===== src/rtl/avalon_displays7seg_pkg.sv =====
// -----------------------------------------------------------------------------
// avalon_displays7seg_pkg
//
// Shared definitions for the multiplexed seven-segment display slave:
//   - word offsets of the register map
//   - CTRL bit positions and the CTRL reset value
//   - the 16-entry hexadecimal glyph table (logical form, 1 = lit, bit0 = a)
//   - count_width(), the width needed to hold a counter running 0..n-1
// -----------------------------------------------------------------------------
package avalon_displays7seg_pkg;

    // Register word offsets
    localparam int unsigned REG_CTRL       = 32'd0;
    localparam int unsigned REG_BLANK      = 32'd1;
    localparam int unsigned REG_BLINK      = 32'd2;
    localparam int unsigned REG_MODE       = 32'd3;
    localparam int unsigned REG_DIGIT_BASE = 32'd4;

    // CTRL bit indices
    localparam int unsigned CTRL_ENABLE_BIT   = 32'd0;
    localparam int unsigned CTRL_BLINK_EN_BIT = 32'd1;
    localparam int unsigned CTRL_SCAN_EN_BIT  = 32'd2;

    // ENABLE and SCAN_EN set, BLINK_EN clear
    localparam logic [2:0] CTRL_RESET = 3'b101;

    // Hex glyphs, entry 15 first so that HEX_GLYPHS[n] is the glyph of n
    localparam logic [15:0][6:0] HEX_GLYPHS = {
        7'h71,  // F
        7'h79,  // E
        7'h5E,  // d
        7'h39,  // C
        7'h7C,  // b
        7'h77,  // A
        7'h6F,  // 9
        7'h7F,  // 8
        7'h07,  // 7
        7'h7D,  // 6
        7'h6D,  // 5
        7'h66,  // 4
        7'h4F,  // 3
        7'h5B,  // 2
        7'h06,  // 1
        7'h3F   // 0
    };

    // Bits needed for a counter that runs 0..n-1 (never less than 1)
    function automatic int unsigned count_width(input int unsigned n);
        int unsigned w;
        w = 32'd1;
        for (int b = 0; b < 31; b++) begin
            if ((64'd1 << w) < 64'(n)) begin
                w = w + 32'd1;
            end
        end
        return w;
    endfunction

endpackage


===== src/rtl/avalon_displays7seg_mux_seg7_hex_decode.sv =====
// -----------------------------------------------------------------------------
// seg7_hex_decode
//
// Combinational hex-to-seven-segment decoder.
//   nibble : 4-bit value 0..F
//   glyph  : logical segment pattern, 1 = lit, bit0 = segment a .. bit6 = g
// -----------------------------------------------------------------------------
module seg7_hex_decode
    import avalon_displays7seg_pkg::*;
(
    input  logic [3:0] nibble,
    output logic [6:0] glyph
);

    // Table lookup of the glyph for the nibble
    assign glyph = HEX_GLYPHS[nibble];

endmodule


===== src/rtl/avalon_displays7seg_mux.sv =====
// -----------------------------------------------------------------------------
// avalon_displays7seg_mux
//
// Avalon-MM slave driving NUM_DIGITS seven-segment digits, both as direct
// per-digit outputs and as a time-multiplexed scan bus. Each digit can be
// hex-decoded or driven with raw segments, blanked, or blinked in hardware.
//
// Ports:
//   clk                clock, all state changes on its rising edge
//   reset_n            synchronous active-low reset
//   avs_address        word address
//   avs_write          write strobe
//   avs_writedata      write data (unused bits discarded)
//   avs_read           read strobe
//   avs_readdata       registered read data, loaded on the read edge
//   avs_readdatavalid  high for the cycle after an accepted read
//   seg_out            direct outputs, digit i at [7i+6:7i], bit0 = segment a
//   scan_seg           multiplexed segment bus
//   scan_sel           one-hot digit select for the scan bus
//
// All display outputs are physical levels: with SEG_ACTIVE_LOW=1 a lit
// segment and a selected digit are driven 0.
// -----------------------------------------------------------------------------
module avalon_displays7seg_mux
    import avalon_displays7seg_pkg::*;
#(
    parameter int unsigned NUM_DIGITS     = 32'd8,
    parameter int unsigned ADDR_W         = 32'd5,
    parameter int unsigned SCAN_DIV       = 32'd50000,
    parameter int unsigned BLINK_DIV      = 32'd12500000,
    parameter bit          SEG_ACTIVE_LOW = 1'b1
) (
    input  logic                      clk,
    input  logic                      reset_n,
    input  logic [ADDR_W-1:0]         avs_address,
    input  logic                      avs_write,
    input  logic [31:0]               avs_writedata,
    input  logic                      avs_read,
    output logic [31:0]               avs_readdata,
    output logic                      avs_readdatavalid,
    output logic [7*NUM_DIGITS-1:0]   seg_out,
    output logic [6:0]                scan_seg,
    output logic [NUM_DIGITS-1:0]     scan_sel
);

    localparam int unsigned SCAN_W  = count_width(SCAN_DIV);
    localparam int unsigned BLINK_W = count_width(BLINK_DIV);
    localparam int unsigned IDX_W   = count_width(NUM_DIGITS);

    localparam logic [NUM_DIGITS-1:0] DIG_ZERO = {NUM_DIGITS{1'b0}};
    localparam logic [NUM_DIGITS-1:0] DIG_ONES = {NUM_DIGITS{1'b1}};
    localparam logic [NUM_DIGITS-1:0] SEL_ONE  = NUM_DIGITS'(1'b1);

    // Physical levels of the states that are known without computation
    localparam logic [6:0]            OFF_PHYS  = SEG_ACTIVE_LOW ? 7'h7F : 7'h00;
    localparam logic [6:0]            ZERO_PHYS = SEG_ACTIVE_LOW ? ~HEX_GLYPHS[0] : HEX_GLYPHS[0];
    localparam logic [NUM_DIGITS-1:0] SEL_NONE  = SEG_ACTIVE_LOW ? DIG_ONES : DIG_ZERO;
    localparam logic [NUM_DIGITS-1:0] SEL_FIRST = SEG_ACTIVE_LOW ? ~SEL_ONE : SEL_ONE;

    // Logical lit pattern to physical segment levels
    function automatic logic [6:0] to_phys(input logic [6:0] lit);
        return SEG_ACTIVE_LOW ? ~lit : lit;
    endfunction

    // Logical one-hot select to physical select levels
    function automatic logic [NUM_DIGITS-1:0] sel_phys(input logic [NUM_DIGITS-1:0] onehot);
        return SEG_ACTIVE_LOW ? ~onehot : onehot;
    endfunction

    // ---------------------------------------------------------------- state
    logic [2:0]             ctrl_r;
    logic [NUM_DIGITS-1:0]  blank_r;
    logic [NUM_DIGITS-1:0]  blink_r;
    logic [NUM_DIGITS-1:0]  mode_r;
    logic [6:0]             digit_r [NUM_DIGITS];

    logic [BLINK_W-1:0]     blink_cnt_r;
    logic                   blink_phase_r;

    logic [SCAN_W-1:0]      scan_div_r;
    logic [IDX_W-1:0]       scan_idx_r;
    logic [NUM_DIGITS-1:0]  scan_sel_r;
    logic [6:0]             scan_seg_r;

    logic [7*NUM_DIGITS-1:0] seg_out_r;
    logic [31:0]            readdata_r;
    logic                   readdatavalid_r;

    // ---------------------------------------------------------- combinational
    logic                   wr_ctrl_s;
    logic                   wr_blank_s;
    logic                   wr_blink_s;
    logic                   wr_mode_s;
    logic [NUM_DIGITS-1:0]  wr_digit_s;

    logic [31:0]            digit_rd_s;
    logic [31:0]            rdata_s;

    logic [6:0]             hex_s  [NUM_DIGITS];
    logic [6:0]             lit_s  [NUM_DIGITS];
    logic [6:0]             phys_s [NUM_DIGITS];
    logic [7*NUM_DIGITS-1:0] phys_flat_s;

    logic                   scan_en_s;
    logic [SCAN_W-1:0]      scan_div_nxt_s;
    logic [IDX_W-1:0]       scan_idx_nxt_s;

    // Upper write-data bits carry no information for any register
    logic                   unused_wdata_s;
    assign unused_wdata_s = ^avs_writedata[31:7];

    // Per-digit hex decoders; the scan path reuses their results
    for (genvar g = 0; g < NUM_DIGITS; g++) begin : g_dec
        seg7_hex_decode u_dec (
            .nibble (digit_r[g][3:0]),
            .glyph  (hex_s[g])
        );
    end

    // Write strobes per register
    always_comb begin
        wr_ctrl_s  = avs_write && (avs_address == ADDR_W'(REG_CTRL));
        wr_blank_s = avs_write && (avs_address == ADDR_W'(REG_BLANK));
        wr_blink_s = avs_write && (avs_address == ADDR_W'(REG_BLINK));
        wr_mode_s  = avs_write && (avs_address == ADDR_W'(REG_MODE));
        wr_digit_s = DIG_ZERO;
        for (int i = 0; i < NUM_DIGITS; i++) begin
            wr_digit_s[i] = avs_write && (avs_address == ADDR_W'(REG_DIGIT_BASE + i));
        end
    end

    // Register file
    always_ff @(posedge clk) begin
        if (!reset_n) begin
            ctrl_r  <= CTRL_RESET;
            blank_r <= DIG_ZERO;
            blink_r <= DIG_ZERO;
            mode_r  <= DIG_ONES;
            for (int i = 0; i < NUM_DIGITS; i++) begin
                digit_r[i] <= 7'h00;
            end
        end else begin
            if (wr_ctrl_s) begin
                ctrl_r <= avs_writedata[2:0];
            end
            if (wr_blank_s) begin
                blank_r <= avs_writedata[NUM_DIGITS-1:0];
            end
            if (wr_blink_s) begin
                blink_r <= avs_writedata[NUM_DIGITS-1:0];
            end
            if (wr_mode_s) begin
                mode_r <= avs_writedata[NUM_DIGITS-1:0];
            end
            for (int i = 0; i < NUM_DIGITS; i++) begin
                if (wr_digit_s[i]) begin
                    digit_r[i] <= avs_writedata[6:0];
                end
            end
        end
    end

    // Readback mux; digits are OR-selected so unmapped offsets read 0
    always_comb begin
        digit_rd_s = 32'h0;
        for (int i = 0; i < NUM_DIGITS; i++) begin
            digit_rd_s = digit_rd_s |
                ({25'h0, digit_r[i]} & {32{avs_address == ADDR_W'(REG_DIGIT_BASE + i)}});
        end
        case (avs_address)
            ADDR_W'(REG_CTRL):  rdata_s = {29'h0, ctrl_r};
            ADDR_W'(REG_BLANK): rdata_s = {{(32-NUM_DIGITS){1'b0}}, blank_r};
            ADDR_W'(REG_BLINK): rdata_s = {{(32-NUM_DIGITS){1'b0}}, blink_r};
            ADDR_W'(REG_MODE):  rdata_s = {{(32-NUM_DIGITS){1'b0}}, mode_r};
            default:            rdata_s = digit_rd_s;
        endcase
    end

    // Read data and valid; a concurrent write is seen only by later reads
    always_ff @(posedge clk) begin
        if (!reset_n) begin
            readdata_r      <= 32'h0;
            readdatavalid_r <= 1'b0;
        end else begin
            readdatavalid_r <= avs_read;
            if (avs_read) begin
                readdata_r <= rdata_s;
            end
        end
    end

    // Blink divider: phase toggles every BLINK_DIV cycles, independent of BLINK_EN
    always_ff @(posedge clk) begin
        if (!reset_n) begin
            blink_cnt_r   <= {BLINK_W{1'b0}};
            blink_phase_r <= 1'b0;
        end else if (blink_cnt_r == BLINK_W'(BLINK_DIV - 32'd1)) begin
            blink_cnt_r   <= {BLINK_W{1'b0}};
            blink_phase_r <= ~blink_phase_r;
        end else begin
            blink_cnt_r   <= blink_cnt_r + BLINK_W'(1'b1);
        end
    end

    // Per-digit lit pattern and its physical level
    always_comb begin
        phys_flat_s = {(7*NUM_DIGITS){1'b0}};
        for (int i = 0; i < NUM_DIGITS; i++) begin
            if (!ctrl_r[CTRL_ENABLE_BIT] || blank_r[i] ||
                (ctrl_r[CTRL_BLINK_EN_BIT] && blink_r[i] && blink_phase_r)) begin
                lit_s[i] = 7'h00;
            end else if (mode_r[i]) begin
                lit_s[i] = hex_s[i];
            end else begin
                lit_s[i] = digit_r[i];
            end
            phys_s[i]             = to_phys(lit_s[i]);
            phys_flat_s[7*i +: 7] = phys_s[i];
        end
    end

    // Direct outputs
    always_ff @(posedge clk) begin
        if (!reset_n) begin
            seg_out_r <= {NUM_DIGITS{ZERO_PHYS}};
        end else begin
            seg_out_r <= phys_flat_s;
        end
    end

    // Scan sequencing: divider and index are parked at 0 while disabled
    always_comb begin
        scan_en_s = ctrl_r[CTRL_SCAN_EN_BIT];
        if (!scan_en_s) begin
            scan_div_nxt_s = {SCAN_W{1'b0}};
            scan_idx_nxt_s = {IDX_W{1'b0}};
        end else if (scan_div_r == SCAN_W'(SCAN_DIV - 32'd1)) begin
            scan_div_nxt_s = {SCAN_W{1'b0}};
            if (scan_idx_r == IDX_W'(NUM_DIGITS - 32'd1)) begin
                scan_idx_nxt_s = {IDX_W{1'b0}};
            end else begin
                scan_idx_nxt_s = scan_idx_r + IDX_W'(1'b1);
            end
        end else begin
            scan_div_nxt_s = scan_div_r + SCAN_W'(1'b1);
            scan_idx_nxt_s = scan_idx_r;
        end
    end

    // Scan outputs registered from the next index so select and segments stay aligned
    always_ff @(posedge clk) begin
        if (!reset_n) begin
            scan_div_r <= {SCAN_W{1'b0}};
            scan_idx_r <= {IDX_W{1'b0}};
            scan_sel_r <= SEL_FIRST;
            scan_seg_r <= ZERO_PHYS;
        end else begin
            scan_div_r <= scan_div_nxt_s;
            scan_idx_r <= scan_idx_nxt_s;
            if (scan_en_s) begin
                scan_sel_r <= sel_phys(SEL_ONE << scan_idx_nxt_s);
                scan_seg_r <= phys_s[scan_idx_nxt_s];
            end else begin
                scan_sel_r <= SEL_NONE;
                scan_seg_r <= OFF_PHYS;
            end
        end
    end

    assign avs_readdata      = readdata_r;
    assign avs_readdatavalid = readdatavalid_r;
    assign seg_out           = seg_out_r;
    assign scan_seg          = scan_seg_r;
    assign scan_sel          = scan_sel_r;

endmodule


===== config.mk =====
export PLATFORM = sky130hd
export DESIGN_NAME = avalon_displays7seg_mux
export DESIGN_NICKNAME = d
export VERILOG_FILES = /design/src/rtl/avalon_displays7seg_pkg.sv /design/src/rtl/avalon_displays7seg_mux_seg7_hex_decode.sv /design/src/rtl/avalon_displays7seg_mux.sv
export SDC_FILE = /design/constraint.sdc
export NUM_CORES = 1
export LEC_CHECK = 0
export ABC_AREA = 1
export CAP_MARGIN = 20
export CORE_MARGIN = 3
export CORE_UTILIZATION = 56
export DETAILED_ROUTE_END_ITERATION = 7
export DONT_BUFFER_PORTS = 1
export MAX_ROUTING_LAYER = met4
export PLACE_DENSITY = 0.71
export SETUP_SLACK_MARGIN = 0.5
export SKIP_LAST_GASP = 1
export SLEW_MARGIN = 40
export SYNTH_ARGS = -nofsm -noshare
export SYNTH_HDL_FRONTEND = slang
export SYNTH_HIERARCHICAL = 1
export SYNTH_SLANG_ARGS = --single-unit

===== constraint.sdc =====
create_clock -name clk -period 5.1 [get_ports clk]
set_clock_uncertainty 0.15 [all_clocks]
set_input_delay 1.02 -clock clk [delete_from_list [all_inputs] [get_ports clk]]
set_output_delay 1.02 -clock clk [all_outputs]
set_load 0.005 [all_outputs]

* Word level (Yosys, flattened, before mapping)
Memories as Yosys holds them, arrays and structs flattened. Index checks and enable logic that the tools add are counted.
Storage, ports and cells: flip-flop bits (word level) 175, RAM bits 56, memory bits (read-only) 896, input bits 41, output and inout port bits 104, logic and storage cells 202, memories 9
Cells by class: $add $sub $neg 3, magnitude comparators 9, equal/unequal tests 14, shifts and indexed selects 1, muxes and demuxes 66, bitwise operators 36, reduce and logical (&&, ||, !) cells 49
Memories:
- (name not given) | depth 16, bits a word 7, read ports 1, clocked after memory_dff 0, write ports 0, RTL line avalon_displays7seg_mux_seg7_hex_decode.sv:16 | assign glyph = HEX_GLYPHS[nibble];
- (name not given) | depth 16, bits a word 7, read ports 1, clocked after memory_dff 0, write ports 0, RTL line avalon_displays7seg_mux_seg7_hex_decode.sv:16
- (name not given) | depth 16, bits a word 7, read ports 1, clocked after memory_dff 0, write ports 0, RTL line avalon_displays7seg_mux_seg7_hex_decode.sv:16
- (name not given) | depth 16, bits a word 7, read ports 1, clocked after memory_dff 0, write ports 0, RTL line avalon_displays7seg_mux_seg7_hex_decode.sv:16
- (name not given) | depth 16, bits a word 7, read ports 1, clocked after memory_dff 0, write ports 0, RTL line avalon_displays7seg_mux_seg7_hex_decode.sv:16
- (name not given) | depth 16, bits a word 7, read ports 1, clocked after memory_dff 0, write ports 0, RTL line avalon_displays7seg_mux_seg7_hex_decode.sv:16
- +3 memories
Operators with widths (count):
- AND 7 x 32 -> 32 bit | 8
- 2-to-1 mux 7 bit | 34
- OR 32 bit | 7
- one-hot mux 32 bit (4 select lines) | 1
- inverter 7 bit | 8
- less-than comparator 4 x 5 -> 1 bit (second input constant) | 8
- logical AND 1 bit | 28
- 2-to-1 mux 1 bit | 26
- adder 24 x 1 -> 24 bit (second input constant) | 1
- == test 24 bit (second input constant) | 1
- binary-select mux 7 bit (select 3 bit) | 1
- == test 5 x 3 -> 1 bit (second input constant) | 4
- == test 5 x 4 -> 1 bit (second input constant) | 4
- adder 16 x 1 -> 16 bit (second input constant) | 1
- == test 16 bit (second input constant) | 1
- logical OR 1 bit | 16
- == test 5 x 2 -> 1 bit (second input constant) | 2
- 2-to-1 mux 3 bit | 3
- inverter 8 bit | 1
- OR 1 bit | 8
- << shifter 1 x 3 -> 8 bit (first input constant) | 1
- 2-to-1 mux 6 bit | 1
- == test 5 x 1 -> 1 bit (second input constant) | 1
- zero test 5 bit | 1
- other kinds (9) | 11

* Longest topological paths before layout
Gate-level depths: netlist of the first run.
depth after elaboration 10, depth in mapped cells 16, mapped depth without buffers 16

* Hierarchy
The synthesis of the first run kept the hierarchy.
Modules (own cells, without submodules):
- avalon_displays7seg_mux | instances 1, cells an instance 1253, area an instance 9510.4 µm², sequential area each 4704.5 µm²
- seg7_hex_decode | instances 8, cells an instance 52, area an instance 270.3 µm², sequential area each 0.0 µm²

* Least setup slack after synthesis of the first run
Ideal clock, no wire load.
path type input-to-reg, start point input avs_address[1], end point memory digit_r[5][3] (netlist: digit_r[1][10]), enable pin, arrival time 2197 ps, data required time 4626 ps, path slack 2430 ps, stages on the path 5, buffers on the path 0, cells stage by stage nor2_1 > nand2_1 > nor3_1 > nand2_1 > nand2_1
RTL lines:
- start: declaration | RTL line avalon_displays7seg_mux.sv:35 | input logic [ADDR_W-1:0] avs_address,
- end: declaration | RTL line avalon_displays7seg_mux.sv:75 | logic [6:0] digit_r [NUM_DIGITS];

* Worst setup path in the final report of the first run
start point input avs_address[4], end point register readdata_r[1] (netlist: avs_readdata[1])
Between the ends: cells in the longest elaborated chain, start to end 10, elaborated cells on any way between the ends 28, classes of those cells eq/ne (11); mux (1); bitwise (15); reduce/logical (1)
RTL lines:
- == test 5 x 3 -> 1 bit | RTL line avalon_displays7seg_mux.sv:168 | ({25'h0, digit_r[i]} & {32{avs_address == ADDR_W'(REG_DIGIT_BASE + i)}});
- AND 7 x 32 -> 32 bit | RTL line avalon_displays7seg_mux.sv:168
- OR 32 bit (7 in series) | RTL line avalon_displays7seg_mux.sv:167 | digit_rd_s = digit_rd_s |
- one-hot mux 32 bit (4 select lines) (*) | RTL line avalon_displays7seg_mux.sv:170 | case (avs_address)
- end signal: assignment | RTL line avalon_displays7seg_mux.sv:187 | readdata_r <= rdata_s;
- end: declaration | RTL line avalon_displays7seg_mux.sv:86 | logic [31:0] readdata_r;
Every way passes the cells marked *; elsewhere a longest branch is shown, timed or not. A chain may end at the register's enable or synchronous reset.

==> key figures, run 1 <==
Outcome
  • Run status: completed

Clock network
  • Root Driver: clkbuf_16
  • CTS tree: built
  • Total clock sinks: 207
  • Reg clk slew, reported paths: 0.06 ns
  • Resized Gates After CTS: 0
  • Clock latency on the worst-skew pair: 0.51 ns
  • Setup Buffers After CTS: 0
  • CTS max path bufs: 3
  • H-Tree Level Count: 1
  • Hold buffers post-CTS: 0
  • CTS Buf Count: 22

Logic synthesis
  • Mapped Area: 0.0117 mm²
  • Primary FF master, synth: dfxtp_1
  • Synth top area share: 25.9%
  • Top cells by count, synth: nand2_1 (537), inv_1 (192), nor2_1 (158)
  • Sequential area share after synthesis: 40.3%
  • Seq cells post-synth: 207
  • Syn_area_per_cell: 6.99 µm²
  • EDFF count, synth: 56
  • Syn Inst Count: 1,669
  • Synth area leader: dfxtp_1
  • Largest cells by area after synthesis: dfxtp_1 (26%), nand2_1 (17%), edfxtp_1 (14%)
  • Post-synth ARST share: 0%
  • Top-count cell post-synth: nand2_1
  • Netlist cell types: 46
  • Ys Warns: 6

STA
  • # setup viols final: 0
  • Peak Freq: 375 MHz
  • Rel. slew slack: 46.5%
  • Tcrit/Tclk final: 52.4%
  • RSZ-0062 raised after global routing: no
  • Worst slew pin tran: 0.799 ns
  • Fin Setup TNS: 0 ns
  • Slew Viols, Final: 0
  • Hold Vio Cnt, Final: 0
  • Setup ws final: 2.43 ns
  • Final Critical Period: 2.67 ns

Global routing
  • Antenna violations before repair: 0
  • Largest net degree at the start of global routing: 71
  • Global-route wire length before repair: 49,700 µm
  • Total grt overflow: 0
  • Vias in the first global route: 9,396
  • GRT Total Usage: 28.3%

Route
  • Routed vias: 10,500
  • Drt first-iter violations: 1,048
  • WL per Instance: 16.3 µm
  • DRT Wirelength: 31,400 µm
  • Via density per instance: 5.43
  • DR DRC count: 0
  • Post-route ant nets: 0
  • Pre-antenna DRT Iters: 6

Finish
  • Nets: 1,748
  • Filler Cell Count: 1,913
  • Antenna Cells: 0
  • Share of post-route cells with drive strength above 1: 4.69%
  • Filler-free cell count of the finished design: 1,933
  • Post-route cell area: 0.0124 mm²
  • Area growth syn-to-layout: 6.11%
  • Fin util: 60.8%

Power and ir drop
  • Pwr/cell area: 310 mW/mm²
  • IR drop worst, VDD: 0.000206 V
  • Leak Pwr: 5.89 nW

Place
  • Buffers on Ports: 0
  • GPL Wtd Cong: 0.991
  • Detailed-placement wirelength estimate: 23,800 µm
  • Place WS: 2.04 ns
  • Cell total after placement: 1,893
  • Area after DPL: 0.0117 mm²

Die
  • Die height: 150 µm
  • Core area: 0.0204 mm²
  • DIE WIDTH: 150 µm
  • Die ar.: 0.0226 mm²
  • # rows: 52
  • Initial Util: 57.3%
  • IO Count: 145

Critical path
  • Worst EP arrival: 2.91 ns
  • Worst EP required: 5.34 ns
  • Kind of critical path: input port to register
  • CP endpoint kind: register
  • Setup slack, reg-to-reg: 2.62 ns
  • CP Launch Type: input port
  • Crit Path Max Fanout: 14

Flow run
  • Max-Cap Viols: 0

Min path
  • HP Class: register to register
[cell usage in the layout (no fill, tap or decap), types with 2 or more instances in the layout]
cell        Yosys  routed
nor3_1         17      17
nor2_1        158     157
conb_1          1      24
edfxtp_1       56      56
clkbuf_16       0      23
and3_1          3       3
nand2_2        11      11
a211oi_1        2       2
nor2_4          3       3
inv_2          13      12
clkinvlp_2      0       3
inv_1         192     192
or3_1           2       2
or2_1           2       2
clkbuf_8        0       2
nand3_2         4       4
nand4_1        18      18
o211ai_1        8       8
nor4_1          5       5
o21ai_0        94      90
clkbuf_1       25       7
or2_2           3       3
o21ai_1         5       9
clkinv_1        4       8
xnor2_1         2       2
dfxtp_1       151     151
ha_1           60      60
nand2_4         2       2
a21oi_1       112     112
nor3b_1         8       8
o22ai_1        25      25
xor2_1          6       6
nor2_2          8       9
nand2_1       537     537
o21a_1          2       2
nand3_1        76      76
nand3b_1        2       2
[critical path, stage by stage]
cell	delay, ns
inv_2	0.06
nand2_1	0.08
nor2_2	0.07
nand2_1	0.29
nand4_1	0.60
a221oi_1	0.46
nand2_1	0.17
nand2_1	0.11
a21oi_1	0.06
[through the flow]
step	power, mW	hold slack [ns]
after floorplan	2.21	0.268
after global placement	2.31	0.278
after detailed placement	2.32	0.284
after CTS	3.84	0.297
after global routing	3.98	0.315
final	3.83	0.293
[flip-flops by register name (all words and copies together), names as in the netlist]
register and count:
mode_r 8, scan_sel 8, blink_cnt_r 24, blink_phase_r 1, scan_div_r 16, blank_r 8, scan_seg 7, seg_out 56
avs_readdata 8, scan_idx_r 3, digit_r 56, avs_readdatavalid 1, blink_r 8, ctrl_r 3
[cell families after synthesis]
| logic type | Yosys count | synth area share (%) |
|---|---|---|
| adders and majority gates | 60 | 6.43 |
| xor gates and xnor gates | 8 | 0.600 |
| other | 1 | 0.0321 |
| DFF | 207 | 40.3 |
| and+or+nand+nor | 861 | 30.8 |
| AOI/OAI and AO/OA | 254 | 11.6 |
| buffers and inverters | 278 | 10.2 |
[power by group]
group	internal, mW	switching (mW)	total [mW]
logic	0.138	0.303	0.440
registers	1.77	0.0792	1.85
clock network	0.902	0.637	1.54
total	2.81	1.02	3.83
[layout make-up]
type	instances	area, µm²	share of cell area (%)
clock buffer	32	629	5.08
multi-input combinational	1207	5870	47.4
clock inverter	8	60.1	0.485
sequential	207	4700	38.0
inverter	209	787	6.35
tap	270	338	2.73
[per-layer routing]
| metal | wire, µm | track usage (%) | part of all wire [%] |
|---|---|---|---|
| met3 | 2870 | 5.21 | 9.1 |
| met4 | 884 | 8.46 | 2.8 |
| met5 | 0 | - | 0 |
| met1 | 13800 | 39.6 | 44 |
| met2 | 13900 | 42.2 | 44 |
[path summary, 6_finish.rpt]
| kind | startpoint | end | depth (start not counted) |
|---|---|---|---|
| worst min-delay path | scan_div_r[0]$_SDFF_PP0_ | scan_div_r[0]$_SDFF_PP0_ | 1 |
| worst max-delay path | avs_address[4] | avs_readdata[1]$_SDFFE_PN0P_ | 9 |
| worst max register to register | scan_div_r[0]$_SDFF_PP0_ | scan_seg[1]$_SDFF_PN0_ | 11 |
| worst min register to register | scan_div_r[0]$_SDFF_PP0_ | scan_div_r[0]$_SDFF_PP0_ | 1 |
Power figures use the tool's default switching activity.
==> run 2, diff against run 1 <==
ABC_AREA = 0   (was 1)
clock period = 2.5 ns   (was 5.1 ns; I/O delays follow)
==> run 2 against run 1 <==
Compared with the run above: cell area rose by 17%; sequential cell count did not move; via count fell by 6.8%; final cell count fell by 17%; utilization rose by 12 points; power rose by 130%; synthesized cell count fell by 29%; hold slack got worse by 0.29 ns; synthesized area fell by 1.8%; first-iteration DRC count fell by 17%; highest routed layer unchanged.
==> key figures, run 2 <==
Route
  • DRT Wirelength: 34,900 µm (+11%)
  • Via density per instance: 6.06 (+12%)
  • Routed vias: 9,788 (-6.8%)
  • DR DRC count: 0 (unchanged)
  • Drt first-iter violations: 875 (-17%)
  • WL per Instance: 21.6 µm (+33%)
  • Post-route ant nets: 0 (unchanged)
  • Pre-antenna DRT Iters: 7 (+1)

STA
  • Worst slew pin tran: 0.533 ns (-0.266 ns)
  • Final Critical Period: 2.40 ns
  • Peak Freq: 417 MHz
  • Tcrit/Tclk final: 95.9%
  • Rel. slew slack: 64.4% (+18 points)
  • Hold Slack: 0.00181 ns (-0.291 ns)
  • RSZ-0062 raised after global routing: yes
  • # setup viols final: 0 (unchanged)
  • Fin Setup TNS: 0 ns (unchanged)
  • Hold Vio Cnt, Final: 0 (unchanged)
  • Slew Viols, Final: 0 (unchanged)

Finish
  • Area growth syn-to-layout: 26.0%
  • Most frequent cells in the layout: nor2_1 (156), dfxtp_1 (142), buf_4 (125)
  • Fin util: 73.0% (+12 points)
  • Nets: 1,434 (-18%)
  • Antenna Cells: 0 (unchanged)
  • Most common cell after layout, fill and taps aside: nor2_1
  • Share of post-route cells with drive strength above 1: 29.4% (+25 points)

Logic synthesis
  • Synth top area share: 26.4% (+0.47 points)
  • Post-synth ARST share: 0% (unchanged)
  • Syn Inst Count: 1,189 (-29%)
  • Largest cells by area after synthesis: dfxtp_1 (26%), edfxtp_1 (15%), mux2i_1 (8.4%)
  • Ys Warns: 6 (unchanged)
  • Compound-Gate Fraction of Synth Area: 8.12% (-3.5 points)
  • Largest family of logic cells by synthesized area: simple AND/OR/NAND/NOR gates
  • Simple-Gate Fraction of Synth Area: 20.2% (-11 points)
  • Sequential area share after synthesis: 41.0% (+0.73 points)
  • Seq cells post-synth: 207 (unchanged)
  • Netlist cell types: 57 (+24%)
  • Multiplexer share of the synthesized area: 15.2% (+15 points)
  • Syn_area_per_cell: 9.64 µm² (+38%)
  • Xor/xnor cell area share of the yosys netlist: 2.52% (+1.9 points)
  • Synth area leader: dfxtp_1
  • Top cells by count, synth: nor2_1 (175), dfxtp_1 (151), mux2i_1 (96)
  • Primary FF master, synth: dfxtp_1
  • Top-count cell post-synth: nor2_1
  • Adder-Cell Fraction of Synth Area: 6.55% (+0.12 points)
  • Mapped Area: 0.0115 mm² (-1.8%)
  • EDFF count, synth: 56 (unchanged)

Critical path
  • Crit Path Max Fanout: 4 (-10)
  • CP endpoint kind: register
  • Crit path buf inv count: 4 (+3)
  • CP max stage cell: edfxtp_1
  • Crit-path max cell delay: 0.48 ns (-0.12 ns)
  • CP Launch Type: register
  • Worst EP required: 2.82 ns (-2.52 ns)
  • Worst EP arrival: 2.72 ns (-0.19 ns)
  • Kind of critical path: register to register
  • Crit path max-delay family: multiplexers
  • Cell Chain, Critical Path: inv_2, buf_4, ha_4, inv_1, mux4_2, mux2i_1, nor2_1, o22ai_2, o31ai_1, buf_4, nor2_1

Die
  • IO Count: 145 (unchanged)
  • DIE WIDTH: 149 µm (-0.85%)
  • Core area: 0.0198 mm² (-2.9%)
  • # rows: 51 (-1.9%)
  • Die height: 149 µm (-0.85%)
  • Initial Util: 58.0% (+0.65 points)
  • Die ar.: 0.0222 mm² (-1.7%)

Global routing
  • Vias in the first global route: 9,034 (-3.9%)
  • Antenna violations before repair: 0 (unchanged)
  • Largest net degree at the start of global routing: 92 (+30%)
  • Gr busiest metal: met2
  • GRT Total Usage: 30.2% (+1.9 points)
  • Total grt overflow: 0 (unchanged)
  • Met3 Usage GRT: 5.56% (+0.35 points)
  • Global-route wire length before repair: 51,300 µm (+3.2%)
  • GRT met2 Usage: 47.6% (+5.4 points)
  • Met1 Usage GRT: 39.0% (-0.60 points)

Min path
  • HP Class: input port to register

Clock network
  • H-Tree Level Count: 1 (unchanged)
  • Clock latency on the worst-skew pair: 0.53 ns (+0.02 ns)
  • Total clock sinks: 207 (unchanged)
  • Reg clk slew, reported paths: 0.06 ns (about the same)
  • Root Driver: clkbuf_16
  • CTS tree: built
  • CTS Buf Count: 24 (+9.1%)
  • CTS max path bufs: 3 (unchanged)

Power and ir drop
  • Pwr/cell area: 601 mW/mm² (+94%)
  • IR drop worst, VDD: 0.000400 V (+94%)
  • Leak Pwr: 6.27 nW (+6.4%)

Place
  • Detailed-placement wirelength estimate: 22,600 µm (-5.2%)
  • GPL Wtd Cong: 0.966 (-2.6%)
  • Buffers on Ports: 0 (unchanged)

Flow run
  • Max-Cap Viols: 0 (unchanged)

Outcome
  • Run status: completed
run 2: cell types whose count changed after synthesis, moves of 23 or more:
cell     change
nor2b_1     +85
nand3_1     -37
inv_1      -132
o21ai_0     -87
a21oi_1     -96
a22oi_1     +24
nand2_1    -455
mux2_2      +23
mux2i_1     +96
run 2: timing repair:
item,CTS,global route
endpoints found under the setup margin,34,60
pin swaps,35,31
hold buffers,13,1
buffers inserted,52,34
gates cloned,1,1
hold endpoints to repair,91,1
gates resized for setup,81,108
run 2: metrics by stage:
stage | std cells | setup slack [ns] | power [mW] | area, µm²
floorplan | 1212 | 0.414 | 4.49 | 11700
global placement | 1470 | 0.0961 | 4.72 | 12100
detailed placement | 1470 | 0.0319 | 4.74 | 12100
CTS | 1578 | 0.194 | 8.51 | 13700
global route | 1614 | -0.0102 | 8.95 | 14400
finish | 1614 | 0.103 | 8.68 | 14400
run 2: kinds of logic (layout without fill, tap and decap cells):
family / after synthesis / in the layout
and+or+nand+nor: 473 / 473
DFF: 207 / 207
muxes: 144 / 144
buffers and inverters: 143 / 280
AOI/OAI and AO/OA: 128 / 128
adders and majority gates: 60 / 60
xor gates and xnor gates: 33 / 33
other: 1 / 24
run 2: layer usage:
| metal | up-vias | part of all wire, % |
|---|---|---|
| met4 | 0 | 4.5 |
| met3 | 104 | 10 |
| met5 | - | 0 |
| met2 | 582 | 47 |
| met1 | 4711 | 39 |
| li1 | 4391 | - |
run 2: worst reg2reg max path, stage by stage, from the launching register on:
cell,delay [ns]
edfxtp_1,0.48
inv_2,0.15
buf_4,0.13
ha_4,0.13
inv_1,0.04
mux4_2,0.46
mux2i_1,0.15
nor2_1,0.10
o22ai_2,0.23
o31ai_1,0.09
buf_4,0.15
nor2_1,0.08
run 2: where the power goes:
part	total (mW)	internal [mW]	switching, mW	leakage (nW)
Sequential	3.79	3.61	0.178	1.77
Clock	3.63	2.21	1.42	0.401
Combinational	1.26	0.617	0.645	4.09
run 2: area by class of cell:
class	instances	area (µm²)
multi-input cells	862	6770
fillers	1345	5340
inverters	60	240
repair buffers	178	1550
flip-flops and latches	207	4720
clock buffers	32	714
well taps	265	332
clock inverters	10	111
run 2: final timing paths:
kind | startpoint | endpoint | slack (ns) | cells after the start
worst max-delay path | digit_r[0][14]$_SDFFCE_PN0P_ | scan_seg[3]$_SDFF_PN0_ | 0.10 | 11
worst min-delay path | avs_writedata[0] | blank_r[0]$_SDFFE_PN0P_ | 0.002 | 2
worst max register to register | digit_r[0][14]$_SDFFCE_PN0P_ | scan_seg[3]$_SDFF_PN0_ | 0.10 | 11
worst min register to register | blink_cnt_r[0]$_SDFF_PP0_ | blink_cnt_r[0]$_SDFF_PP0_ | 0.32 | 1
